[src/rtl/ib_mul_iter.sv]
// ib_mul_iter: iterative WIDTH x WIDTH shift-add multiplier.
// Retires BPC multiplier bits per cycle (WIDTH/BPC cycles per product),
// with valid/ready on both the operand and the product side.
// Signed mode multiplies magnitudes and negates the result at the end.
//
//   state | meaning
//   IDLE  | o_ready=1, waiting for operands
//   BUSY  | accumulating partial products, counter running down
//   DONE  | o_valid=1, product held on o_c until i_ready
module ib_mul_iter #(
  parameter int WIDTH = 8,
  parameter int BPC   = 1
) (
  input  logic                 i_clk,
  input  logic                 i_nrst,
  input  logic                 i_valid,
  output logic                 o_ready,
  input  logic [WIDTH-1:0]     i_a,
  input  logic [WIDTH-1:0]     i_b,
  input  logic                 i_signed,
  output logic                 o_valid,
  input  logic                 i_ready,
  output logic [2*WIDTH-1:0]   o_c
);

  localparam int N  = WIDTH / BPC;
  localparam int CW = $clog2(N + 1);

  localparam logic [1:0] IDLE = 2'd0;
  localparam logic [1:0] BUSY = 2'd1;
  localparam logic [1:0] DONE = 2'd2;

  logic [1:0]         state;
  logic [2*WIDTH-1:0] mcand_sh;
  logic [2*WIDTH-1:0] acc;
  logic [2*WIDTH-1:0] partial;
  logic [2*WIDTH-1:0] acc_next;
  logic [WIDTH-1:0]   mplier;
  logic [WIDTH-1:0]   mag_a;
  logic [WIDTH-1:0]   mag_b;
  logic [CW-1:0]      cnt;
  logic               neg;

  // Operand magnitudes; the most negative value maps to 2^(WIDTH-1),
  // which still fits in WIDTH unsigned bits.
  always_comb begin
    mag_a = (i_signed && i_a[WIDTH-1]) ? -i_a : i_a;
    mag_b = (i_signed && i_b[WIDTH-1]) ? -i_b : i_b;
  end

  // Partial product of the shifted multiplicand and the low BPC multiplier bits.
  always_comb begin
    partial = '0;
    for (int i = 0; i < BPC; i++) begin
      if (mplier[i]) begin
        partial = partial + (mcand_sh << i);
      end
    end
    acc_next = acc + partial;
  end

  // Control FSM and datapath registers.
  always_ff @(posedge i_clk or negedge i_nrst) begin
    if (!i_nrst) begin
      state    <= IDLE;
      mcand_sh <= '0;
      acc      <= '0;
      mplier   <= '0;
      cnt      <= '0;
      neg      <= 1'b0;
      o_c      <= '0;
    end else begin
      case (state)
        IDLE: begin
          if (i_valid) begin
            mcand_sh <= {{WIDTH{1'b0}}, mag_a};
            mplier   <= mag_b;
            acc      <= '0;
            cnt      <= CW'(N);
            neg      <= i_signed & (i_a[WIDTH-1] ^ i_b[WIDTH-1]);
            state    <= BUSY;
          end
        end
        BUSY: begin
          acc      <= acc_next;
          mcand_sh <= mcand_sh << BPC;
          mplier   <= mplier >> BPC;
          cnt      <= cnt - 1'b1;
          if (cnt == CW'(1)) begin
            o_c   <= neg ? -acc_next : acc_next;
            state <= DONE;
          end
        end
        DONE: begin
          if (i_ready) begin
            state <= IDLE;
          end
        end
        default: state <= IDLE;
      endcase
    end
  end

  // Handshake outputs decode straight from state.
  assign o_ready = (state == IDLE);
  assign o_valid = (state == DONE);

endmodule

[config.mk]
export PLATFORM = sky130hd
export DESIGN_NAME = ib_mul_iter
export DESIGN_NICKNAME = d
export VERILOG_FILES = /design/src/rtl/ib_mul_iter.sv
export SDC_FILE = /design/constraint.sdc
export NUM_CORES = 1
export LEC_CHECK = 0
export BUFFER_PORTS_ARGS = -buffer_cell sky130_fd_sc_hd__buf_2
export CAP_MARGIN = 0
export CORE_MARGIN = 2
export CORE_UTILIZATION = 60
export CTS_CLUSTER_SIZE = 14
export DETAILED_ROUTE_END_ITERATION = 12
export PLACE_DENSITY = 0.81
export SLEW_MARGIN = 10
export SYNTH_ARGS = -nofsm -noshare
export SYNTH_HDL_FRONTEND = slang
export SYNTH_SLANG_ARGS = --single-unit
[constraint.sdc]
create_clock -name i_clk -period 5.05 [get_ports i_clk]
set_clock_uncertainty 0.15 [all_clocks]
set_input_delay 1.01 -clock i_clk [delete_from_list [all_inputs] [get_ports i_clk]]
set_output_delay 1.01 -clock i_clk [all_outputs]
set_load 0.05 [all_outputs]
==> flow_summary.json <==
{
  "cts_hold_buf": 0,
  "r2r_end": "o_c[14]",
  "grt_pass1_wl_um": 13900,
  "ys_types": 55,
  "synth_area_um2": 3920,
  "grt_pass1_vias": 3083,
  "multi_input_area_um2": 2210,
  "grt_max_degree": 64,
  "gp_congestion": 0.923,
  "rsz0062_at_grt": "false",
  "setup_viol": 0,
  "rows": 29,
  "clk_latency_ns": 0.35,
  "r2r_slack_ns": 1.11,
  "cts_tree": "built",
  "cts_max_path_buffers": 2,
  "top_usage_layer": "met2",
  "crit_type": "reg -> reg",
  "yosys_warnings": 0,
  "slew_headroom": 0.294,
  "wire_per_inst_um": 14.8,
  "drc": 0,
  "io_buffers": 38,
  "path_max_fanout": 17,
  "cts_buffers": 9,
  "io_pins": 39,
  "drv_cap": 0,
  "cts.reportedPaths.clkPinSlew_ns": 0.07,
  "p_per_area_nw_per_um2": 647,
  "synth_edf_count": 0,
  "first_pass_iters": 4,
  "clkSinkCount": 63,
  "antenna_cells": 0,
  "wl_um": 8080,
  "die-area_um2": 7190,
  "syn_area_per_cell_um2": 9.11,
  "end_kind": "flop",
  "area_delta_synth_final_pct": 11.0,
  "netlist_instances": 430,
  "drive_gt1_frac": 0.147,
  "yosysSeqAreaShare": 0.402,
  "min_from": "o_c[11]",
  "antenna_found_initial": 0,
  "fin_setup_tns_ns": 0,
  "place_hpwl_um": 5820,
  "initial_core_util": 0.617,
  "root_buffer": "clkbuf_8",
  "gr-usage-all-layers": 0.241,
  "crit_required_ns": 5.09,
  "clock.fmax_mhz": 254,
  "ctsResizeCount": 0,
  "setup.worst_path.end": "o_c[14]",
  "arrival_ns": 3.98,
  "period_share": 0.780,
  "hold_viol": 0,
  "drv_slew": 0,
  "syn-num-nets": 472,
  "reg2reg_from": "mplier[0]",
  "via_per_inst": 5.87,
  "ir_drop_uv": 542,
  "htreeDepth": 3,
  "tightest_slew_ns": 1.06,
  "hp-class": "reg -> reg",
  "post-cts-setup-buffers": 0,
  "synthArstFlopShare": 1.00,
  "fillers": 511,
  "dpl_cell_area_um2": 4140,
  "synth_ff_type": "dfrtp_1",
  "stdcell_area_um2": 4350,
  "final_nets": 505,
  "fp.coreArea_um2": 6350,
  "r2r_cells": 12,
  "grt_use_met3": 0.0383,
  "overflow": 0,
  "period_needed_ns": 3.94,
  "ys_ff_latch": 63,
  "die_width_um": 84.8,
  "vias": 3201,
  "crit_path_start": "mplier[0]",
  "die_y_um": 84.8,
  "use_met1": 0.320,
  "outcome": "finished clean",
  "start_kind": "flop",
  "drtAntennaViolNets": 0,
  "drt_iter0_drc": 221,
  "met2_usage": 0.389,
  "regArea_um2": 1580,
  "cellLeakagePower_nw": 2.06
}
## how the worst min path moves through the flow
stage               cells past startpoint  slack [ns]  endpoint
floorplan                               1        0.31  state[0]
global placement                        2        0.31    o_c[9]
detailed placement                      2        0.32   o_c[11]
CTS                                     2        0.33   o_c[11]
global route                            2        0.36    o_c[4]
finish                                  2        0.32   o_c[11]
## logic make-up after synthesis
kind of cell	synth area share
and+or+nand+nor	0.185
AOI/OAI and AO/OA	0.211
DFF	0.402
xor gates and xnor gates	0.0894
buffers and inverters	0.0351
adders and majority gates	0.0690
muxes	0.00767
## where the power goes
group          internal (W)  switching, W  leakage [nW]
clock network      0.000267      0.000189         0.109
logic              0.000531      0.000955          1.15
registers          0.000719      0.000153         0.805
total               0.00152       0.00130          2.06
## area by class of cell
class / count / area share
clock inverters: 3 / 0.00921
repair buffers: 42 / 0.0506
multi-input cells: 336 / 0.507
flip-flops and latches: 63 / 0.362
clock buffers: 13 / 0.0388
inverters: 11 / 0.00949
well taps: 77 / 0.0222
## per-layer routing
metal | wire [um] | share of wire
met4 | 184 | 0.023
met5 | 0 | 0
met3 | 314 | 0.039
met2 | 3770 | 0.47
met1 | 3820 | 0.47
## through the flow
stage           util  hold WS, ns  setup slack, ns  total power (W)  std cells
2_1_floorplan      -        0.310             1.38          0.00203        430
3_3_place_gp   0.652        0.306             1.22          0.00230        529
3_5_place_dp   0.652        0.315             1.13          0.00236        529
4_1_cts        0.685        0.330             1.11          0.00282        545
5_1_grt        0.685        0.364            0.797          0.00302        545
6_report       0.685        0.322             1.11          0.00281        545
## layout by cell type, fill, tap and decap left out, types with 2 or more instances in the layout
cell,synthesis,routed
a2111oi_0,2,2
a21o_1,8,8
a21oi_1,12,12
a221o_1,2,2
a221oi_1,2,2
a22o_1,3,3
a22oi_1,14,14
a31oi_1,4,4
and2_1,18,18
and3_1,3,3
buf_2,0,38
buf_4,3,4
clkbuf_8,1,12
clkinv_2,0,2
dfrtp_1,63,63
ha_1,20,20
inv_1,11,11
mux2i_1,3,3
nand2_1,59,59
nand2b_1,2,2
nand3_1,24,24
nand4_2,2,2
nor2_1,18,18
nor3_1,6,6
nor3b_1,2,2
nor4_1,3,3
o2111ai_1,2,2
o21a_1,2,2
o21ai_0,54,54
o21ai_1,3,3
o21bai_1,3,3
o31ai_1,3,3
or3_1,2,2
xnor2_1,21,21
xor2_1,19,19
## cells in the mapped netlist, types with 2 or more instances
| library cell | n | area (um2) |
|---|---|---|
| nand2b_1 | 2 | 12.5 |
| buf_4 | 3 | 22.5 |
| a2111oi_0 | 2 | 17.5 |
| xor2_1 | 19 | 166 |
| inv_1 | 11 | 41.3 |
| o21bai_1 | 3 | 22.5 |
| nor4_1 | 3 | 18.8 |
| nand2_1 | 59 | 221 |
| a21o_1 | 8 | 60.1 |
| a221o_1 | 2 | 20.0 |
| nand3_1 | 24 | 120 |
| nor3b_1 | 2 | 15.0 |
| xnor2_1 | 21 | 184 |
| clkbuf_1 | 15 | 56.3 |
| o2111ai_1 | 2 | 17.5 |
| o21ai_1 | 3 | 15.0 |
| or3_1 | 2 | 12.5 |
| dfrtp_1 | 63 | 1580 |
| mux2i_1 | 3 | 30.0 |
| a31oi_1 | 4 | 25.0 |
| nor2_1 | 18 | 67.6 |
| a22o_1 | 3 | 26.3 |
| o21ai_0 | 54 | 270 |
| nand4_2 | 2 | 25.0 |
| nor3_1 | 6 | 30.0 |
| o31ai_1 | 3 | 22.5 |
| ha_1 | 20 | 250 |
| and3_1 | 3 | 18.8 |
| a221oi_1 | 2 | 17.5 |
| o21a_1 | 2 | 15.0 |
| and2_1 | 18 | 113 |
| a21oi_1 | 12 | 60.1 |
| a22oi_1 | 14 | 105 |
## state kept, by name (all words and copies together), names as in the netlist
name	flops
state	2
o_c	16
cnt	4
mcand_sh	16
acc	16
mplier	8
neg	1
## worst max-delay path: stages (launching register included)
cell,delay (ns)
dfrtp_1,0.53
and2_1,0.22
ha_1,0.20
fa_1,0.44
a21o_1,0.21
a221oi_1,0.47
xnor2_1,0.18
a2111oi_4,0.29
nand4_2,0.16
or4_4,0.53
o31ai_4,0.19
xnor2_1,0.15
o21ai_1,0.07
Power figures use the tool's default switching activity.
